**config.mk**
```make
export PLATFORM = sky130hd
export DESIGN_NAME = uart_tx_arbiter
export DESIGN_NICKNAME = d
export VERILOG_FILES = /design/src/rtl/uart_pkg.sv /design/src/rtl/rr_pick.sv /design/src/rtl/uart_tx_arbiter.sv
export SDC_FILE = /design/constraint.sdc
export NUM_CORES = 1
export LEC_CHECK = 0
export ABC_AREA = 1
export CAP_MARGIN = 20
export CORE_MARGIN = 5
export CORE_UTILIZATION = 40
export CTS_CLUSTER_SIZE = 8
export DETAILED_ROUTE_END_ITERATION = 10
export PLACE_DENSITY = 0.7
export SETUP_SLACK_MARGIN = 0.1
export SLEW_MARGIN = 20
export SYNTH_ARGS = -nofsm -noshare
export SYNTH_HDL_FRONTEND = slang
export SYNTH_SLANG_ARGS = --single-unit
```
**constraint.sdc**
```tcl
create_clock -name CLK -period 2.22 [get_ports CLK]
set_input_delay 0.222 -clock CLK [delete_from_list [all_inputs] [get_ports CLK]]
set_output_delay 0.222 -clock CLK [all_outputs]
set_load 0.02 [all_outputs]
```
**src/rtl/uart_pkg.sv**
```systemverilog
// rtl/uart_pkg.sv - constants shared by the UART transmit path
package uart_pkg;

  localparam int UART_BYTE_W = 8;

  localparam logic [1:0] ST_ARB  = 2'd0;
  localparam logic [1:0] ST_HDR  = 2'd1;
  localparam logic [1:0] ST_DATA = 2'd2;

  localparam logic [UART_BYTE_W-1:0] DEFAULT_HEADER_BASE = 8'hA0;

  localparam logic START_BIT = 1'b0;
  localparam logic STOP_BIT  = 1'b1;

endpackage

```
**src/rtl/rr_pick.sv**
```systemverilog
// rtl/rr_pick.sv - combinational round-robin picker: first request at or after ptr, cyclically
module rr_pick #(
  parameter int N_REQ = 4,
  parameter int PTR_W = (N_REQ > 1) ? $clog2(N_REQ) : 1
) (
  input  logic [N_REQ-1:0] req,
  input  logic [PTR_W-1:0] ptr,
  output logic             valid,
  output logic [PTR_W-1:0] index,
  output logic [N_REQ-1:0] onehot
);

  logic             hi_v;
  logic [PTR_W-1:0] hi_idx;
  logic             lo_v;
  logic [PTR_W-1:0] lo_idx;

  // Lowest request at/above ptr wins; otherwise wrap to the lowest request overall.
  always_comb begin
    hi_v   = 1'b0;
    hi_idx = '0;
    lo_v   = 1'b0;
    lo_idx = '0;
    for (int i = N_REQ - 1; i >= 0; i--) begin
      if (req[i]) begin
        lo_v   = 1'b1;
        lo_idx = PTR_W'(i);
        if (PTR_W'(i) >= ptr) begin
          hi_v   = 1'b1;
          hi_idx = PTR_W'(i);
        end
      end
    end
  end

  always_comb begin
    valid  = lo_v;
    index  = hi_v ? hi_idx : lo_idx;
    onehot = '0;
    for (int i = 0; i < N_REQ; i++) begin
      onehot[i] = lo_v && (index == PTR_W'(i));
    end
  end

endmodule

```
**src/rtl/uart_tx_arbiter.sv**
```systemverilog
// rtl/uart_tx_arbiter.sv - packet-granular round-robin sharing of one uart_send
module uart_tx_arbiter
  import uart_pkg::*;
#(
  parameter int                     N_REQ       = 4,
  parameter int                     SEND_HEADER = 1,
  parameter logic [UART_BYTE_W-1:0] HEADER_BASE = DEFAULT_HEADER_BASE,
  parameter logic [15:0]            TIMEOUT     = 16'd50000
) (
  input  logic                         CLK,
  input  logic                         RST,
  input  logic [UART_BYTE_W*N_REQ-1:0] REQ_DATA,
  input  logic [N_REQ-1:0]             REQ_VALID,
  input  logic [N_REQ-1:0]             REQ_LAST,
  output logic [N_REQ-1:0]             REQ_ACK,
  output logic [N_REQ-1:0]             GRANT,
  output logic                         BUSY,
  output logic [UART_BYTE_W-1:0]       TX_DATA,
  output logic                         TX_DATA_READY,
  input  logic                         TX_IDLE
);

  localparam int PTR_W = (N_REQ > 1) ? $clog2(N_REQ) : 1;

  logic [1:0]             state_q, state_d;
  logic [N_REQ-1:0]       grant_q, grant_d;
  logic [PTR_W-1:0]       g_q, g_d;
  logic [PTR_W-1:0]       ptr_q, ptr_d;
  logic [15:0]            stall_q, stall_d;
  logic [UART_BYTE_W-1:0] hdr_q, hdr_d;

  logic                   pick_valid;
  logic [PTR_W-1:0]       pick_index;
  logic [N_REQ-1:0]       pick_onehot;

  logic [UART_BYTE_W-1:0] g_data;
  logic                   g_valid;
  logic                   g_last;
  logic                   xfer;
  logic [PTR_W-1:0]       next_ptr;

  rr_pick #(
    .N_REQ (N_REQ),
    .PTR_W (PTR_W)
  ) u_pick (
    .req    (REQ_VALID),
    .ptr    (ptr_q),
    .valid  (pick_valid),
    .index  (pick_index),
    .onehot (pick_onehot)
  );

  always_comb begin
    g_data  = '0;
    g_valid = 1'b0;
    g_last  = 1'b0;
    for (int i = 0; i < N_REQ; i++) begin
      if (grant_q[i]) begin
        g_data  = REQ_DATA[UART_BYTE_W*i +: UART_BYTE_W];
        g_valid = REQ_VALID[i];
        g_last  = REQ_LAST[i];
      end
    end
  end

  // Data phase is a straight combinational pass-through of the granted slice.
  always_comb begin
    TX_DATA       = '0;
    TX_DATA_READY = 1'b0;
    case (state_q)
      ST_HDR: begin
        TX_DATA       = hdr_q;
        TX_DATA_READY = 1'b1;
      end
      ST_DATA: begin
        TX_DATA       = g_data;
        TX_DATA_READY = g_valid;
      end
      default: begin
        TX_DATA       = '0;
        TX_DATA_READY = 1'b0;
      end
    endcase
  end

  assign xfer     = TX_DATA_READY && TX_IDLE;
  assign next_ptr = (g_q == PTR_W'(N_REQ - 1)) ? '0 : g_q + PTR_W'(1);
  assign GRANT    = grant_q;
  assign BUSY     = (state_q != ST_ARB);

  always_comb begin
    state_d = state_q;
    grant_d = grant_q;
    g_d     = g_q;
    ptr_d   = ptr_q;
    stall_d = stall_q;
    hdr_d   = hdr_q;
    REQ_ACK = '0;
    case (state_q)
      ST_ARB: begin
        if (pick_valid) begin
          grant_d = pick_onehot;
          g_d     = pick_index;
          hdr_d   = HEADER_BASE + UART_BYTE_W'(pick_index);
          stall_d = '0;
          state_d = (SEND_HEADER != 0) ? ST_HDR : ST_DATA;
        end
      end
      ST_HDR: begin
        if (xfer) begin
          stall_d = '0;
          state_d = ST_DATA;
        end
      end
      ST_DATA: begin
        if (xfer) begin
          REQ_ACK = grant_q;
          stall_d = '0;
          if (g_last) begin
            grant_d = '0;
            ptr_d   = next_ptr;
            state_d = ST_ARB;
          end
        end else if ((TIMEOUT != 16'd0) && (stall_q == TIMEOUT - 16'd1)) begin
          // Stalled owner is dropped like a LAST byte, but nothing is acknowledged.
          grant_d = '0;
          ptr_d   = next_ptr;
          stall_d = '0;
          state_d = ST_ARB;
        end else begin
          stall_d = stall_q + 16'd1;
        end
      end
      default: begin
        grant_d = '0;
        state_d = ST_ARB;
      end
    endcase
  end

  always_ff @(posedge CLK or negedge RST) begin
    if (!RST) begin
      state_q <= ST_ARB;
      grant_q <= '0;
      g_q     <= '0;
      ptr_q   <= '0;
      stall_q <= '0;
      hdr_q   <= '0;
    end else begin
      state_q <= state_d;
      grant_q <= grant_d;
      g_q     <= g_d;
      ptr_q   <= ptr_d;
      stall_q <= stall_d;
      hdr_q   <= hdr_d;
    end
  end

endmodule

```
==> metrics.md <==
| Metric | Value |
|---|---|
| Area Growth Syn to Fin | 42.5% |
| Outcome | complete, no violations |
| Clock Root Buffer | clkbuf_8 |
| Cell Chain, Critical Path | inv_1 -> ha_1 -> inv_2 -> a21oi_2 -> nand2_2 -> a21oi_2 -> nand3_2 -> nor2_1 -> clkbuf_2 |
| Maximum clock path buffer count | 2 |
| Ys Warns | 0 |
| Via/cell ratio | 4.87 |
| Layout cell share with drive strength beyond 1 | 20.7% |
| Vias in the first global route | 1988 |
| Initial antenna violation count | 0 |
| # IOs | between 60 and 70 |
| Final worst slack | 185 ps |
| Critical path's slowest cell | dfrtp_1 |
| Htree depth | 1 |
| CP endpoint kind | output pin |
| Hold WS | between 300 and 400 ps |
| Yosys top cell area share | 33.7% |
| Total Wirelength | 5.57 mm |
| Synth area leaders | dfrtp_1 34%, nand2_1 11%, inv_1 6.2%, o21ai_0 5.5%, nor2_1 5.0% |
| RSZ-0062 raised after global routing | yes |
| # clock sinks | 27 |
| PD cells | between 1000 and 1500 nW/um^2 |
| Wl on met1 | 2.48 mm |
| WP data required | 2000 ps |
| Seq/Total Area, Yosys | 33.7% |
| Wire length on met3 | 264 um |
| CP arrival | 1810 ps |
| Tmin final | 2030 ps |
| Number of core rows | 25 |
| Post-DRT Antenna Nets | 0 |
| Met2 routed WL | 2.78 mm |
| Peak supply drop | 0.482 mV |
| Initial Util | 41.9% |
| Final setup violation count | 0 |
| Maximum capacitance violations | 0 |
| Hold Fails Final Rpt | 0 |
| PortBufs | 60 |
| First-pass GRT wire length | 9.34 mm |
| Startpoint types | flip-flop |
| TritonCTS Buffers | 3 |
| Worst Hold Class | input pin to async pin |
| Via count | 2093 |
| Placed instance area | 2820 um^2 |
| Syn Area/Cell | approximately 7 um^2 |
| Worst Skew | around 2.6 ps |
| Wire length per cell | 13.0 um |
| Syn nets | 333 |
| Largest net degree at the start of global routing | 28 |
| Cell taking the most area after synthesis | dfrtp_1 |
| Distinct cells, synth | 37 |
| Largest stage delay, worst path | 390 ps |
| Top Metal Used | met4 |
| Critical Path Fanout Max | 4 |
| Post-Syn Instances | 283 |
| Grt total ovfl | 0 |
| DRC viols | 0 |
| Core area | approximately 4800 um^2 |
| Non-filler cells, final | 430 |
| Kind of critical path | flip-flop to output pin |
| Max Fclk | 491 MHz |
| Global placement routability congestion | 0.874 |
| Initial DRC Count | 59 |
| CTS tree | built |
| Antenna Cells | 0 |
| Die area | around 6500 um^2 |
| Fin area | 2860 um^2 |
| Period utilisation layout | 91.7% |
| Pins Over Slew Limit | 0 |
| Global-route usage over all layers | 17.7% |
| Fin util | approximately three fifths |
| Leak pwr | roughly 1.3 nW |
| Clock Pin Slew Worst Setup and Hold Paths | about 90 ps |
| Synth Cell Area | 2010 um^2 |
| DP Wirelength | 4.59 mm |
| Worst slew pin tran | 347 ps |
| Max-slew headroom | 76.9% |
| Nets | a little over 400 |
| Drt pass-1 iters | 4 |
| Die Wd | between 80 and 90 um |
| Most used cell, CP | a21oi_2 |
| Die height | 80.8 um |
| Placed cells | 425 |
| Dpl ws | -101 ps |
| Flops & latches, synth | 27 |
| Worst-Skew Late Latency | approximately 260 ps |
## cell usage after synthesis
| cell | instances |
|---|---|
| a221oi_1 | 1 |
| nand3_1 | 20 |
| nand2_4 | 1 |
| buf_4 | 1 |
| inv_4 | 1 |
| inv_1 | 33 |
| clkbuf_1 | 2 |
| a31oi_1 | 4 |
| nand3_2 | 2 |
| nor3_1 | 13 |
| nor3_4 | 2 |
| a21oi_1 | 20 |
| nand3_4 | 1 |
| a21boi_1 | 1 |
| nor3_2 | 1 |
| or2_2 | 2 |
| nor2_2 | 3 |
| a22oi_1 | 7 |
| o21ai_1 | 1 |
| inv_2 | 7 |
| nor2_4 | 1 |
| o21a_1 | 1 |
| dfrtp_1 | 27 |
| nor3b_2 | 3 |
| buf_2 | 2 |
| xor2_1 | 1 |
| o211ai_1 | 4 |
| o31ai_1 | 1 |
| nand2_1 | 57 |
| o21ai_0 | 22 |
| nor2_1 | 27 |
| o21ai_2 | 1 |
| nand2_2 | 2 |
| ha_1 | 7 |
| a21boi_0 | 1 |
| nor4_1 | 1 |
| nand4_1 | 2 |
## cell usage in the layout, fill, tap and decap left out, types with 3 or more instances in the layout
cell type / Yosys / final
nor3_1: 13 / 13
a21oi_1: 20 / 18
a31oi_1: 4 / 4
nand3_2: 2 / 3
nand3_1: 20 / 19
clkdlybuf4s50_1: 0 / 47
inv_1: 33 / 33
ha_1: 7 / 6
nand2_2: 2 / 3
clkbuf_2: 0 / 6
buf_2: 2 / 5
clkbuf_8: 0 / 3
nand2_1: 57 / 56
nor2_1: 27 / 24
buf_4: 1 / 23
o211ai_1: 4 / 4
nor2_2: 3 / 6
inv_2: 7 / 7
dfrtp_1: 27 / 26
nor3b_2: 3 / 3
a22oi_1: 7 / 7
o21ai_0: 22 / 21
## per-layer routing
layer / up-vias / track usage, %
li1: 1105 / -
met2: 37 / 31.0
met1: 945 / 23.2
met5: - / 0
met4: 0 / 3.55
met3: 6 / 2.44
## critical path, delay by kind of cell, from the launching register on
family | cells | cell delay [ps]
buffers and inverters | 3 | 350
flip-flops | 1 | 390
AND/OR/NAND/NOR | 3 | 330
AO/OA/AOI/OAI | 2 | 280
adder cells (fa/ha/maj) | 1 | 200
## state kept, by name (all words and copies together) (netlist names)
name / cells
state_q: 2
g_q: 1
hdr_q: 2
ptr_q: 2
GRANT: 4
stall_q: 16
## power by group
group / switching, W / internal (W)
logic: 0.00118 / 0.000795
registers: 0.0000938 / 0.000589
clock network: 0.000142 / 0.000125
total: 0.00141 / 0.00151
## stage by stage
step                      total power (W)  setup TNS (ps)
after floorplan                   0.00187               0
final                             0.00292               0
after global routing              0.00323               0
after global placement            0.00262            -294
after CTS                         0.00289               0
after detailed placement          0.00264            -348
## cell families after synthesis
| group | count (synthesis) | share of synthesized area, % |
|---|---|---|
| simple gates | 138 | 34.0 |
| compound gates | 64 | 18.5 |
| buf+inv | 46 | 9.04 |
| flops | 27 | 33.7 |
| fa+ha+maj | 7 | 4.36 |
| xor+xnor | 1 | 0.436 |
## path summary, 6_finish.rpt
path                                        startpoint                 endpoint  slack, ps  cells past startpoint
worst max-delay path            state_q[0]$_DFFE_PN0P_               REQ_ACK[3]        190                      9
worst min-delay path                               RST  stall_q[11]$_DFFE_PN0P_        320                      2
worst max register to register  state_q[1]$_DFFE_PN0P_  stall_q[15]$_DFFE_PN0P_        210                     10
worst min register to register    hdr_q[5]$_DFFE_PN0P_     hdr_q[5]$_DFFE_PN0P_        480                      1
max in group asynchronous                          RST     GRANT[1]$_DFFE_PN0P_       1620                      2
min in group CLK                  hdr_q[5]$_DFFE_PN0P_     hdr_q[5]$_DFFE_PN0P_        480                      1
## repair_timing
item	in CTS	in global routing
buffers inserted	0	1
endpoints found under the setup margin	13	20
hold buffers	0	0
resized for setup	29	37
pin swaps	0	4
endpoints found under the hold margin	0	0
## layout make-up
cell class                 instances  area [um^2]
tap                               67         83.8
clock inverter                     1         5.00
timing repair buffer              81          698
multi-input combinational        210         1200
clock buffer                       3         41.3
sequential                        27          677
fill                             465         1930
inverter                          41          156
Note: power is estimated with default switching activity, not from simulation.
==> patch (same settings) <==
Make the reset (`RST`) synchronous in one clocked block.
--- a/src/rtl/uart_tx_arbiter.sv
+++ b/src/rtl/uart_tx_arbiter.sv
@@ -139,5 +139,5 @@
   end
 
-  always_ff @(posedge CLK or negedge RST) begin
+  always_ff @(posedge CLK) begin
     if (!RST) begin
       state_q <= ST_ARB;
Function: differs if RST is asserted again (counterexample within 4 cycles, from zero or initial values and one cycle with RST low); with RST held inactive, the same outputs for 10 cycles.
==> patch against the unedited design <==
  * Sequential share of layout area is 4.5 points lower
  * Non-clock buffer count is 4 lower
  * Clock power is 8.6% higher
  * Design area is 0.92% lower
  * Critical path depth is 3 lower
  * Synthesized area is 1.4% higher
  * Via count is 2.8% higher
  * Global-route usage is 0.46 points lower
  * Sequential cell count stayed put
  * Wire length is 1.4% lower
  * Power is 2.5% lower
  * Clock skew is 0.0048 ns higher
  * Setup slack better by 0.043 ns
  * Critical path type unchanged
==> patch: results (changes against the unedited design) <==
======================================================================================
Largest fanout of any net on the critical path                                       8   was 4
Slack of the worst reg-to-reg path                                             0.33 ns   was 0.21 ns
Share of layout cells above drive strength 1                                     0.167   was 0.207
Worst Clk Skew                                                              0.00739 ns   was 0.00261 ns
Worst setup path endpoint                                                   TX_DATA[1]   was REQ_ACK[3]
Netlist cell types                                                                  35   was 37
Estimated wirelength of the detail-placed design                               4.44 mm   was 4.59 mm
Met3 usage                                                                      0.0266   was 0.0244
Global-route usage over all layers                                               0.172   was 0.177
Worst hold-check path type                                                flop to flop   was primary input to asynchronous set/reset pin
Result of the run                                                         finished, final reports clean   unchanged
Least-Margin Pin Slew                                                         0.376 ns   was 0.347 ns
Max VDD drop                                                                  0.570 mV   was 0.482 mV
FILL cells                                                                         511   was 465
Area share of fa/ha/maj cells after synthesis                                   0.0431   was 0.0436
Reg2Reg Depth                                                                        9   was 10
Wirelength per Cell                                                            12.1 um   was 13.0 um
Weighted congestion reported at the end of routability-driven placement          0.819   was 0.874
Post-Synthesis Net Count                                                           363   was 333
Met1 Use GR                                                                      0.235   was 0.232
Arr. time, crit path                                                           1.77 ns   was 1.81 ns
Worst reg2reg startpoint                                                  GRANT[3]$_SDFFE_PN0P_   was state_q[1]$_DFFE_PN0P_
Area share of the largest cell type after synthesis                              0.266   was 0.337
Part of the Yosys area used for sequential elements                              0.266   was 0.337
Via count of the first global-routing pass                                        1999   was 1988
Compound-Gate Fraction of Synth Area                                             0.188   was 0.185
Endpoint of the worst register-to-register path                           state_q[0]$_SDFFE_PN0P_   was stall_q[15]$_DFFE_PN0P_
Library cell contributing the largest single delay on the critical path   sky130_fd_sc_hd__dfxtp_2   was sky130_fd_sc_hd__dfrtp_1
======================================================================================
==> patch: per-layer routing <==
metal | wire length (um) | vias up | part of all wire
met5 | 0 | - | 0
met4 | 33 | 0 | 0.0060
met3 | 357 | 2 | 0.065
met2 | 2440 | 49 | 0.44
met1 | 2660 | 927 | 0.48
li1 | - | 1174 | -
==> patch: through the flow <==
stage | util | cells
final | 0.566 | 454
after CTS | 0.567 | 454
after detailed placement | 0.560 | 450
after floorplan | - | 313
after global routing | 0.566 | 454
after global placement | 0.560 | 450
==> patch: repair_timing <==
item	4_1_cts	5_1_grt
gates resized for setup	16	17
pin swaps	0	0
setup endpoints to repair	13	11
buffers inserted	0	0
==> patch: cell families (layout without fill, tap and decap cells) <==
logic type      count (synthesis)  in the layout
compound gates                 65             65
simple gates                  159            159
flops                          27             27
xor+xnor                        1              1
buf+inv                        54            125
fa+ha+maj                       7              7
==> patch: tightest hold or removal path, cell delays in order, from the launching register on <==
cell                      delay (ns)
sky130_fd_sc_hd__dfxtp_1        0.34
sky130_fd_sc_hd__nor2_1         0.05
sky130_fd_sc_hd__nor2_1         0.07
==> patch: area by class of cell <==
cell class                      count  area, um^2  share of cell area
Sequential cell                    27         542               0.191
Inverter                           44         166              0.0587
Clock inverter                      1        7.51             0.00265
Tap cell                           70        87.6              0.0309
Clock buffer                        3        41.3              0.0146
Timing Repair Buffer               77         707               0.249
Multi-Input combinational cell    232        1280               0.453
==> patch: where the power goes <==
group          leakage (nW)  total [W]  switching [W]  internal, W
combinational         0.930    0.00190        0.00113     0.000770
clock                0.0217   0.000291       0.000164     0.000127
sequential            0.220   0.000655      0.0000838     0.000571
